## config.mk

```make
export PLATFORM = sky130hd
export DESIGN_NAME = mem_access_unit
export DESIGN_NICKNAME = d
export VERILOG_FILES = /design/src/rtl/mem_pkg.sv /design/src/rtl/mem_store_align.sv /design/src/rtl/mem_access_unit.sv
export SDC_FILE = /design/constraint.sdc
export NUM_CORES = 1
export LEC_CHECK = 0
export ABC_AREA = 1
export BUFFER_PORTS_ARGS = -buffer_cell sky130_fd_sc_hd__buf_2
export CORE_MARGIN = 8
export CORE_UTILIZATION = 53
export DETAILED_ROUTE_END_ITERATION = 10
export PLACE_DENSITY = 0.86
export SYNTH_ARGS = -nofsm -noshare
export SYNTH_HDL_FRONTEND = slang
export SYNTH_SLANG_ARGS = --single-unit
export TNS_END_PERCENT = 1
```

## constraint.sdc

```tcl
create_clock -name clk -period 3.8 [get_ports clk]
set_clock_uncertainty 0.1 [all_clocks]
set_input_delay 0.19 -clock clk [delete_from_list [all_inputs] [get_ports clk]]
set_output_delay 0.19 -clock clk [all_outputs]
set_load 0.005 [all_outputs]
```

## src/rtl/mem_pkg.sv

```systemverilog
// mem_pkg: shared types and constants for the MEM-stage load/store unit.
//   size_e      - access size code; the same encoding is forwarded to Byte_unit sel
//   lsu_state_e - sequencer states
//   BE_WIDTH    - byte-enable width for the 32-bit data bus
package mem_pkg;

  localparam int LSU_DATA_WIDTH = 32;
  localparam int BE_WIDTH       = LSU_DATA_WIDTH / 8;

  typedef enum logic [1:0] {
    SZ_BYTE = 2'b00,
    SZ_HALF = 2'b01,
    SZ_WORD = 2'b10,
    SZ_ILL  = 2'b11
  } size_e;

  typedef enum logic [1:0] {
    IDLE = 2'b00,
    REQ  = 2'b01,
    WAIT = 2'b10
  } lsu_state_e;

endpackage

```

## src/rtl/mem_store_align.sv

```systemverilog
// mem_store_align: combinational alignment check and store lane steering.
// Ports:
//   we         in  1 = store; byte enables are forced to 0 for loads
//   size       in  access size code (size_e encoding)
//   offset     in  byte offset within the word (addr[1:0])
//   wdata      in  right-justified store data
//   misaligned out half on odd address, word not on a word boundary, or illegal size
//   be         out byte enables for the data memory
//   wdata_rep  out store data replicated across the byte lanes
module mem_store_align
  import mem_pkg::*;
(
  input  logic                      we,
  input  logic [1:0]                size,
  input  logic [1:0]                offset,
  input  logic [LSU_DATA_WIDTH-1:0] wdata,
  output logic                      misaligned,
  output logic [BE_WIDTH-1:0]       be,
  output logic [LSU_DATA_WIDTH-1:0] wdata_rep
);

  logic [BE_WIDTH-1:0] be_raw;

  // Decode size/offset into alignment flag, raw enables and replicated data.
  always_comb begin
    misaligned = 1'b0;
    be_raw     = 4'b0000;
    wdata_rep  = wdata;
    case (size)
      SZ_BYTE: begin
        be_raw    = 4'b0001 << offset;
        wdata_rep = {4{wdata[7:0]}};
      end
      SZ_HALF: begin
        misaligned = offset[0];
        be_raw     = 4'b0011 << offset;
        wdata_rep  = {2{wdata[15:0]}};
      end
      SZ_WORD: begin
        misaligned = (offset != 2'b00);
        be_raw     = 4'b1111;
      end
      default: begin
        misaligned = 1'b1;
        be_raw     = 4'b0000;
      end
    endcase
  end

  // Loads never drive byte enables.
  assign be = we ? be_raw : 4'b0000;

endmodule

```

## src/rtl/mem_access_unit.sv

```systemverilog
// mem_access_unit: MEM-stage load/store sequencer (IDLE -> REQ -> [WAIT] -> IDLE).
// Ports:
//   clk, rst_n                 clock, asynchronous active-low reset
//   req_*                      load/store request from the EX/MEM register
//   dmem_req_valid/ready, dmem_we/addr/be/wdata
//                              data-memory request, held stable until accepted
//   dmem_rsp_valid/rdata       data-memory read response (used only in WAIT)
//   rsp_valid/data/sel         completion pulse, lane-0 aligned load word, size code
//   misaligned                 one-cycle reject pulse
//   stall                      pipeline hold, high whenever not IDLE
// All outputs come straight from flops.
module mem_access_unit
  import mem_pkg::*;
#(
  parameter int DATA_WIDTH = 32,
  parameter int ADDR_WIDTH = 32
) (
  input  logic                  clk,
  input  logic                  rst_n,
  input  logic                  req_valid,
  output logic                  req_ready,
  input  logic                  req_we,
  input  logic [1:0]            req_size,
  input  logic [ADDR_WIDTH-1:0] req_addr,
  input  logic [DATA_WIDTH-1:0] req_wdata,
  output logic                  dmem_req_valid,
  input  logic                  dmem_req_ready,
  output logic                  dmem_we,
  output logic [ADDR_WIDTH-1:0] dmem_addr,
  output logic [BE_WIDTH-1:0]   dmem_be,
  output logic [DATA_WIDTH-1:0] dmem_wdata,
  input  logic                  dmem_rsp_valid,
  input  logic [DATA_WIDTH-1:0] dmem_rsp_rdata,
  output logic                  rsp_valid,
  output logic [DATA_WIDTH-1:0] rsp_data,
  output logic [1:0]            rsp_sel,
  output logic                  misaligned,
  output logic                  stall
);

  lsu_state_e            state_q, state_d;
  logic                  we_q, we_d;
  logic [1:0]            size_q, size_d;
  logic [1:0]            offset_q, offset_d;
  logic                  dmem_req_valid_q, dmem_req_valid_d;
  logic [ADDR_WIDTH-1:0] dmem_addr_q, dmem_addr_d;
  logic [BE_WIDTH-1:0]   dmem_be_q, dmem_be_d;
  logic [DATA_WIDTH-1:0] dmem_wdata_q, dmem_wdata_d;
  logic                  rsp_valid_q, rsp_valid_d;
  logic [DATA_WIDTH-1:0] rsp_data_q, rsp_data_d;
  logic [1:0]            rsp_sel_q, rsp_sel_d;
  logic                  misaligned_q, misaligned_d;
  logic                  req_ready_q, req_ready_d;
  logic                  stall_q, stall_d;

  logic                  align_mis_s;
  logic [BE_WIDTH-1:0]   align_be_s;
  logic [DATA_WIDTH-1:0] align_wdata_s;

  mem_store_align u_store_align (
    .we         (req_we),
    .size       (req_size),
    .offset     (req_addr[1:0]),
    .wdata      (req_wdata),
    .misaligned (align_mis_s),
    .be         (align_be_s),
    .wdata_rep  (align_wdata_s)
  );

  // Next-state and next-output logic; pulses default low, everything else holds.
  always_comb begin
    state_d          = state_q;
    we_d             = we_q;
    size_d           = size_q;
    offset_d         = offset_q;
    dmem_req_valid_d = dmem_req_valid_q;
    dmem_addr_d      = dmem_addr_q;
    dmem_be_d        = dmem_be_q;
    dmem_wdata_d     = dmem_wdata_q;
    rsp_valid_d      = 1'b0;
    rsp_data_d       = rsp_data_q;
    rsp_sel_d        = rsp_sel_q;
    misaligned_d     = 1'b0;
    req_ready_d      = req_ready_q;
    stall_d          = stall_q;
    case (state_q)
      IDLE: begin
        if (req_valid && align_mis_s) begin
          // Rejected: complete immediately with zero data, no memory access.
          misaligned_d = 1'b1;
          rsp_valid_d  = 1'b1;
          rsp_data_d   = '0;
          rsp_sel_d    = req_size;
        end else if (req_valid) begin
          state_d          = REQ;
          we_d             = req_we;
          size_d           = req_size;
          offset_d         = req_addr[1:0];
          dmem_req_valid_d = 1'b1;
          dmem_addr_d      = {req_addr[ADDR_WIDTH-1:2], 2'b00};
          dmem_be_d        = align_be_s;
          dmem_wdata_d     = align_wdata_s;
          req_ready_d      = 1'b0;
          stall_d          = 1'b1;
        end else begin
          state_d = IDLE;
        end
      end
      REQ: begin
        if (dmem_req_ready && we_q) begin
          state_d          = IDLE;
          dmem_req_valid_d = 1'b0;
          rsp_valid_d      = 1'b1;
          rsp_data_d       = '0;
          rsp_sel_d        = size_q;
          req_ready_d      = 1'b1;
          stall_d          = 1'b0;
        end else if (dmem_req_ready) begin
          state_d          = WAIT;
          dmem_req_valid_d = 1'b0;
        end else begin
          state_d = REQ;
        end
      end
      WAIT: begin
        if (dmem_rsp_valid) begin
          // Move the addressed byte/half down to lane 0 for Byte_unit.
          state_d     = IDLE;
          rsp_valid_d = 1'b1;
          rsp_data_d  = dmem_rsp_rdata >> {offset_q, 3'b000};
          rsp_sel_d   = size_q;
          req_ready_d = 1'b1;
          stall_d     = 1'b0;
        end else begin
          state_d = WAIT;
        end
      end
      default: begin
        state_d          = IDLE;
        dmem_req_valid_d = 1'b0;
        req_ready_d      = 1'b1;
        stall_d          = 1'b0;
      end
    endcase
  end

  // State and output registers with asynchronous reset.
  always_ff @(posedge clk or negedge rst_n) begin
    if (!rst_n) begin
      state_q          <= IDLE;
      we_q             <= 1'b0;
      size_q           <= 2'b00;
      offset_q         <= 2'b00;
      dmem_req_valid_q <= 1'b0;
      dmem_addr_q      <= '0;
      dmem_be_q        <= '0;
      dmem_wdata_q     <= '0;
      rsp_valid_q      <= 1'b0;
      rsp_data_q       <= '0;
      rsp_sel_q        <= 2'b00;
      misaligned_q     <= 1'b0;
      req_ready_q      <= 1'b1;
      stall_q          <= 1'b0;
    end else begin
      state_q          <= state_d;
      we_q             <= we_d;
      size_q           <= size_d;
      offset_q         <= offset_d;
      dmem_req_valid_q <= dmem_req_valid_d;
      dmem_addr_q      <= dmem_addr_d;
      dmem_be_q        <= dmem_be_d;
      dmem_wdata_q     <= dmem_wdata_d;
      rsp_valid_q      <= rsp_valid_d;
      rsp_data_q       <= rsp_data_d;
      rsp_sel_q        <= rsp_sel_d;
      misaligned_q     <= misaligned_d;
      req_ready_q      <= req_ready_d;
      stall_q          <= stall_d;
    end
  end

  assign req_ready      = req_ready_q;
  assign stall          = stall_q;
  assign dmem_req_valid = dmem_req_valid_q;
  assign dmem_we        = we_q;
  assign dmem_addr      = dmem_addr_q;
  assign dmem_be        = dmem_be_q;
  assign dmem_wdata     = dmem_wdata_q;
  assign rsp_valid      = rsp_valid_q;
  assign rsp_data       = rsp_data_q;
  assign rsp_sel        = rsp_sel_q;
  assign misaligned     = misaligned_q;

endmodule

```

# Word-level counts from Yosys, hierarchy flattened
# Index checks and enable logic that the tools add are counted.
[totals]
romBits = 0
latchBits = 0
n_memories = 0
regBits = 112
input_bits = 104
ramBits = 0
[classes]
reduce_logical = 10
eq_ne = 10
add_sub_neg = 0
order_cmp = 0
mul = 0
div = 0
muxes = 36
bitwise_logic = 2
shifts = 3
[op_table]
columns = ["op", "count"]
rows = [
  ["$mux 32", 3],
  ["$pmux 32 s3", 1],
  ["$pmux 32 s2", 1],
  ["$shr 32x5->32", 1],
  ["$mux 1", 15],
  ["$pmux 1 s3", 5],
  ["$mux 2", 7],
  ["$pmux 2 s3", 2],
  ["$pmux 4 s3", 1],
  ["$reduce_and 4->1", 3],
  ["$ne 2x2->1 const B", 5],
  ["$eq 2x1->1 const B", 2],
  ["$eq 2x2->1 const B", 2],
  ["$logic_not 2->1", 2],
  ["$mux 4", 1],
  ["$shl 1x2->4 const A", 1],
  ["$shl 2x2->4 const A", 1],
  ["$ne 3x3->1 const B", 1],
  ["$reduce_and 3->1", 1],
  ["$reduce_bool 3->1", 1],
  ["$logic_and 1x1->1", 2],
  ["$not 1->1", 2],
  ["$reduce_bool 2->1", 1],
]

# Longest topological paths before layout
# Gate-level depths: netlist of the first run.
[depth]
ltp_word = 5
ltp_mapped = 10
mapped_depth_nobuf = 9

# Cells and area by module
# A second synthesis of the first run with hierarchy kept.
[hier_totals]
hier_cells = 758
hier_area_um2 = 5963.2
[modules_own_cells]
columns = ["module", "cells_per_inst", "area_per_inst_um2", "seq_area_each_um2", "n_inst"]
rows = [
  ["mem_access_unit", 662, 5451.5, 2803.9, 1],
  ["mem_store_align", 96, 511.7, 0.0, 1],
]

# Worst setup path before layout of the first run
# OpenSTA, ideal clock, no wires.
[synth_path]
path_kind = "reg2reg"
startpoint = "register state_q[0]"
endpoint = "register rsp_data_q[0] (netlist: rsp_data[0])"
setup_ns = 0.116
slack_ns = 2.120
t_arrival_ns = 1.464
path_stages_with_launch = 11
path_cell_list = "dfrtp_1 > inv_1 > ha_1 > inv_1 > or2_2 > nand2_1 > nor2_2 > nand2_2 > buf_4 > nand2_1 > nand2_1"
[synth_between]
elab_chain_len = 3
elab_cells_between_ends = 9
classes_between = "eq/ne: 5; mux: 1; reduce/logical: 3"
[synth_lines]
columns = ["element", "line_no", "text"]
rows = [
  ["start: declaration", "mem_access_unit.sv:41", "lsu_state_e state_q, state_d;"],
  ["start signal: assignment", "mem_access_unit.sv:165", "state_q <= state_d;"],
  ["$eq 2x1->1, or another cell as far along", "mem_access_unit.sv:86", "case (state_q)"],
  ["$ne 2x2->1 (no source line) or $reduce_bool 3->1 (tied branches)", "--", ""],
  ["$reduce_and 4->1 (no source line)", "--", ""],
  ["end signal: assignment", "mem_access_unit.sv:174", "rsp_data_q <= rsp_data_d;"],
  ["end: declaration", "mem_access_unit.sv:50", "logic [DATA_WIDTH-1:0] rsp_data_q, rsp_data_d;"],
]
# Several ways; a longest one is shown, not always the timed one.
# A chain may end at the register's enable or synchronous reset.

# Worst setup path in the final report of the first run
[layout_path]
startpoint = "register state_q[0]"
endpoint = "register dmem_wdata_q[7] (netlist: dmem_wdata[7])"
[layout_between]
elab_chain_len = 2
[layout_lines]
columns = ["element", "line_no", "text"]
rows = [
  ["$logic_not 2->1", "mem_access_unit.sv:86", ""],
  ["$reduce_and 3->1 (no source line)", "--", ""],
  ["end signal: assignment", "mem_access_unit.sv:172", "dmem_wdata_q <= dmem_wdata_d;"],
  ["end: declaration", "mem_access_unit.sv:48", "logic [DATA_WIDTH-1:0] dmem_wdata_q, dmem_wdata_d;"],
]
# Every way passes these cells.

==> results of run 1 <==
[layer usage]
metal	up-vias	GRT usage, %	wire [um]
met5	-	0	0
met4	0	9.65	375
met3	29	7.00	1580
met2	307	41.1	8410
met1	2597	30.0	6980
li1	2725	-	-
[layout make-up]
class | count | area [um^2] | share of cell area, %
antenna | 2 | 5.00 | 0.0697
clock buffer | 9 | 124 | 1.73
clock inverter | 7 | 53.8 | 0.749
inverter | 51 | 191 | 2.67
multi-input combinational | 523 | 2260 | 31.4
sequential | 112 | 2800 | 39.1
tap | 136 | 170 | 2.37
timing repair buffer | 263 | 1570 | 21.9
[path summary, 6_finish.rpt]
kind                                      startpoint                    endpoint  slack (ns)
setup / recovery              state_q[0]$_DFFE_PN0N_   dmem_wdata[7]$_DFFE_PN0P_        1.34
hold / removal                         req_wdata[23]  dmem_wdata[23]$_DFFE_PN0P_        0.03
setup reg to reg              state_q[0]$_DFFE_PN0N_   dmem_wdata[7]$_DFFE_PN0P_        1.34
hold reg to reg            dmem_addr[31]$_DFFE_PN0P_   dmem_addr[31]$_DFFE_PN0P_        0.38
max in group asynchronous                      rst_n  dmem_wdata[16]$_DFFE_PN0P_        2.36
min in group asynchronous                      rst_n   dmem_addr[18]$_DFFE_PN0P_        0.29
[cells by family (layout without fill, tap and decap cells)]
| group | Yosys count | after routing | synth area share (%) |
|---|---|---|---|
| adders and majority gates | 4 | 4 | 0.919 |
| buffers and inverters | 88 | 330 | 7.10 |
| DFF | 112 | 112 | 51.5 |
| other | 1 | 4 | 0.0689 |
| AOI/OAI and AO/OA | 83 | 83 | 8.07 |
| and+or+nand+nor | 434 | 434 | 32.3 |
[per-stage QoR]
step                      instances  hold slack [ns]  worst slack (ns)
after CTS                      1101           0.0162              1.34
final                          1103           0.0347              1.34
after global placement         1037            0.162              1.40
after detailed placement       1037            0.165              1.37
after floorplan                 723           -0.206              2.12
after global routing           1103           0.0395              1.10
[critical path, delay by kind of cell (launching register included)]
family / cells / cell delay, ns
simple gates: 4 / 0.89
flops: 1 / 0.42
buf+inv: 3 / 0.68
fa+ha+maj: 1 / 0.22
[layout by cell type (no fill, tap or decap), drive strengths merged, types with 2 or more instances in the layout]
cell type / Yosys / layout
a21boi: 8 / 8
a21oi: 3 / 3
and2: 8 / 8
buf: 29 / 215
clkbuf: 8 / 9
clkinv: 1 / 3
clkinvlp: 0 / 2
conb: 1 / 2
dfrtp: 111 / 111
diode: 0 / 2
dlygate4sd3: 0 / 48
ha: 4 / 4
inv: 50 / 53
nand2: 344 / 344
nand3: 65 / 65
nor2: 15 / 15
o21ai: 70 / 70
[repair_timing]
item,4_1_cts,5_1_grt
hold endpoints to repair,98,0
hold buffers,48,0
gates resized for setup,0,0
[sequential cells by signal (all words and copies together) (netlist names), 2 cells and up]
signal and count:
size_q 2, dmem_wdata 32, dmem_addr 30, rsp_data 32, rsp_sel 2, dmem_be 4
state_q 2, offset_q 2
[power by group]
group | internal [mW] | total (mW) | switching, mW
Clock | 0.246 | 0.667 | 0.421
Sequential | 1.69 | 1.98 | 0.295
Combinational | 0.762 | 1.99 | 1.22
[Yosys cell counts]
master      n  area (um^2)
a21boi_0    8         60.1
a21oi_1     3         15.0
a31oi_1     1         6.26
and2_1      8         50.1
buf_2      21          105
buf_4       8         60.1
clkbuf_1    8         30.0
clkinv_1    1         3.75
conb_1      1         3.75
dfrtp_1   111         2780
dfstp_2     1         26.3
ha_1        4         50.1
inv_1      49          184
inv_2       1         3.75
nand2_1   340         1280
nand2_2     4         25.0
nand3_1    65          325
nand4_1     1         6.26
nor2_1     11         41.3
nor2_2      3         18.8
nor2_4      1         11.3
o211ai_1    1         7.51
o21ai_0    69          345
o21ai_1     1         5.00
or2_2       1         6.26
==> results.toml, run 1 <==
[outcome]
outcome = "finished clean"

[global_route]
grtUsageTotal_pct = 24.8
number_of_antenna_violations_at_the_first_check_in_global_routing = 2
first_global_vias = 5639
grt_pass1_wl_um = 28400
grt.overflow.total = 0
pin_count_of_the_biggest_net_entering_global_routing = 80

[worst_hold_path]
hold_path_class = "primary input to register"
min_path_cells = 5

[die]
die_width_um = 117
start_util_pct = 53.7
die_h_um = 117
core_region_area_mm2 = 0.0101
die_area_mm2 = 0.0138
floorplan.rows = 37
io_pins = 212

[synthesis]
syn_area_mm2 = 0.00544
yosys_warnings = 0
post_synthesis_cells = 722
ys_seq_area_share_pct = 51.5
ys_seq_elements = 112
synth.lib_cells_used.distinct = 25
avgSynthCellArea_um2 = 7.54

[cts]
clock_buffers_created_by_tritoncts = 9
clkTransAtPathRegs_ns = 0.11
htree_levels = 3
cts.repair_timing.setup_buffer_count = 0
tritoncts_num_sinks = 112
clk-insertion-delay-late_ns = 0.36
tritoncts_clock_tree = "done"
cts.path.max_buffers = 2
root_buffer = "clkbuf_8"

[detailed_routing]
detail_route.first_pass.iterations = 6
viasPerCell = 5.13
dr_iter_0_viols = 564
dr_total_vias = 5658
postRouteWirelength_um = 17300
final_antenna_net_count = 0
post_drt_wl_per_cell_um = 15.7
remaining_drc_errors = 0

[finish]
layout-drive-gt1-share_pct = 25.1
post-route-util_pct = 70.8
area_of_all_placed_cells_without_fillers_mm2 = 0.00718
final.fill_count = 792
area_delta_synth_final_pct = 31.9
layout_nets = 1068

[setup_path]
setup.worst_path.class = "register to register"
delay_of_the_slowest_cell_on_the_worst_path_ns = 0.64
worst_path_max_delay_cell = "nand2_2"
cp-start-kind = "register"
rr_worst_depth = 8
worst_ep_required_time_ns = 3.95
critPathCaptureType = "register"
path_common_cell = "nand2_1"
cp_arrival_ns = 2.61
crit_chain = "inv_1 > ha_1 > nand2_1 > inv_1 > nand2_2 > buf_4 > nand2_1 > nand2_1"
critical_path_peak_fanout = 64

[pwr]
overall_power_of_the_completed_layout_mw = 4.64
worst_vdd_ir_uv = 342
leakage_nw = 4.20
power_per_cell_area_mw_per_mm2 = 646

[placed_design]
port_buffers = 209
hpwl_um = 11900
place_congestion = 0.907
dpl-instance-area_mm2 = 0.00652

[sta]
report.final.hold_viol_count = 0
setup_total_negative_slack_ns = 0
timing.slew.headroom_pct = 22.4
maxSlewViolCount = 0
post-route-period-util_pct = 64.6
rsz0062_at_grt = "false"
timing_worst_slew_pin_value_ns = 1.16
setup_viol_count_final = 0
achievable-frequency_ghz = 0.407
finalCriticalPeriod_ns = 2.46

[job]
max_cap_violations = 0
Power figures use the tool's default switching activity.
==> run 2, diff against run 1 <==
CORE_UTILIZATION = 49   (was 53)
PLACE_DENSITY = 0.8   (was 0.86)
clock period = 2.3 ns   (was 3.8 ns; I/O delays follow)
==> results.toml, run 2 (synthesized netlist as in run 1, its figures left out) <==
[outcome]
outcome = "finished clean"

[pwr]
p_comb_share_pct = 43.9
worst_vdd_ir_uv = 751
power_switching_mw = 3.25
swShare_pct = 41.4
internal_power_component_mw = 4.60
seqPwrFrac_pct = 42.0
power_per_cell_area_mw_per_mm2 = 1060
leakage_nw = 4.30
power_frac_clock_pct = 14.1

[sta]
post-route-period-util_pct = 89.4
report.final.hold_viol_count = 0
setup_viol_count_final = 0
achievable-frequency_ghz = 0.486
final.setup.worst_slack_ns = 0.243
rsz0062_at_grt = "false"
setup_total_negative_slack_ns = 0
finalCriticalPeriod_ns = 2.06
timing.slew.headroom_pct = 66.7
maxSlewViolCount = 0
timing_worst_slew_pin_value_ns = 0.496

[finish]
layout_common_cells = "nand2_1 (340), buf_2 (208), dfrtp_1 (111), o21ai_0 (69), nand3_1 (65)"
register_area_mm2 = 0.00280
leading_cell_type_in_the_layout_fill_and_taps_excluded = "nand2_1"
layout_nets = 1086
multi_input_area_mm2 = 0.00226
area_delta_synth_final_pct = 36.2
final.fill_count = 898
layout-drive-gt1-share_pct = 25.1

[setup_path]
cp_arrival_ns = 2.26
critPathCaptureType = "register"
setup.worst_path.class = "register to register"
worst_ep_required_time_ns = 2.50
cp-start-kind = "register"
rr_worst_depth = 7
critical_path_peak_fanout = 9

[detailed_routing]
dr_iter_0_viols = 513
postRouteWirelength_um = 17700
viasPerCell = 5.11
detail_route.first_pass.iterations = 6
route.met3.wl_um = 1670
dr_total_vias = 5746
final_antenna_net_count = 0
post_drt_wl_per_cell_um = 15.7
highest_layer = "met4"
routed-wl-met2_um = 8220
remaining_drc_errors = 0
wirelength_met1_um = 7070

[placed_design]
hpwl_um = 12000
dp_slack_ns = 0.375
port_buffers = 209
place_congestion = 0.875

[die]
core_region_area_mm2 = 0.0108
die_width_um = 121
io_pins = 212
floorplan.rows = 38
die_h_um = 121
start_util_pct = 50.2
die_area_mm2 = 0.0147

[cts]
cts_resized = 0
clock_buffers_created_by_tritoncts = 9
htree_levels = 3
cts.path.max_buffers = 2
clk-insertion-delay-late_ns = 0.36
cts.repair_timing.setup_buffer_count = 0
tritoncts_num_sinks = 112
clkTransAtPathRegs_ns = 0.11
postCtsHoldBufs = 60
root_buffer = "clkbuf_8"
tritoncts_clock_tree = "done"

[global_route]
grt_pass1_wl_um = 28700
grtUsageTotal_pct = 24.0
first_global_vias = 5746
grt.overflow.total = 0
pin_count_of_the_biggest_net_entering_global_routing = 52
number_of_antenna_violations_at_the_first_check_in_global_routing = 1

[worst_hold_path]
hold_path_class = "primary input to register"
min_path_cells = 5

[job]
max_cap_violations = 0
[run 2: changes by cell type in the layout (fill, tap and decap cells not counted), sizes merged]
cell	before	now
dlygate4sd3	48	60
clkbuf	9	10
clkinvlp	2	1
buf	215	221
[run 2: metal layers]
layer	vias to the layer above	global-route usage [%]
li1	2755	-
met1	2636	29.6
met2	303	37.9
met3	52	6.56
met4	0	12.0
met5	-	0
[run 2: path summary, 6_finish.rpt]
kind	start	end	slack (ns)
worst max-delay path	state_q[0]$_DFFE_PN0N_	rsp_valid$_DFF_PN0_	0.24
worst min-delay path	dmem_rsp_rdata[26]	rsp_data[26]$_DFFE_PN0P_	0.03
worst max register to register	state_q[0]$_DFFE_PN0N_	rsp_valid$_DFF_PN0_	0.24
worst min register to register	req_ready$_DFFE_PN1P_	req_ready$_DFFE_PN1P_	0.37
max in group asynchronous	rst_n	rsp_data[29]$_DFFE_PN0P_	1.16
min in group asynchronous	rst_n	rsp_data[5]$_DFFE_PN0P_	0.11
[run 2: cell type report]
type | instances | area share (%)
Sequential cell | 112 | 37.8
Multi-Input combinational cell | 523 | 30.5
Timing Repair Buffer | 281 | 24.3
Inverter | 51 | 2.58
Tap cell | 140 | 2.36
Clock buffer | 10 | 1.72
Clock inverter | 6 | 0.675
Antenna cell | 2 | 0.0675
[run 2: power by group through the flow]
| stage | Sequential [mW] | Clock, mW | Combinational [mW] |
|---|---|---|---|
| floorplan | 3.31 | 0 | 1.78 |
| global placement | 3.29 | 0 | 3.27 |
| finish | 3.29 | 1.11 | 3.45 |
| detailed placement | 3.28 | 0 | 3.36 |
| CTS | 3.27 | 1.14 | 3.44 |
| global route | 3.39 | 1.22 | 3.87 |
[run 2: metrics by stage]
step	power [mW]	util (%)	hold slack, ns	cells	area, um^2
final	7.85	68.4	0.0300	1125	7410
after global routing	8.49	68.4	0.0429	1124	7410
after CTS	7.85	68.3	0.000542	1123	7410
after detailed placement	6.64	61.1	-0.0397	1047	6630
after global placement	6.56	61.1	-0.0426	1047	6630
after floorplan	5.10	-	-0.281	723	5450
[run 2: critical path, cell delays in order, from the launching register on]
cell and delay, ns:
dfrtp_1 0.42, inv_1 0.10, ha_1 0.21, nand2_1 0.13, inv_1 0.13, nand2_1 0.18
a31oi_1 0.18, dlygate4sd3_1 0.56
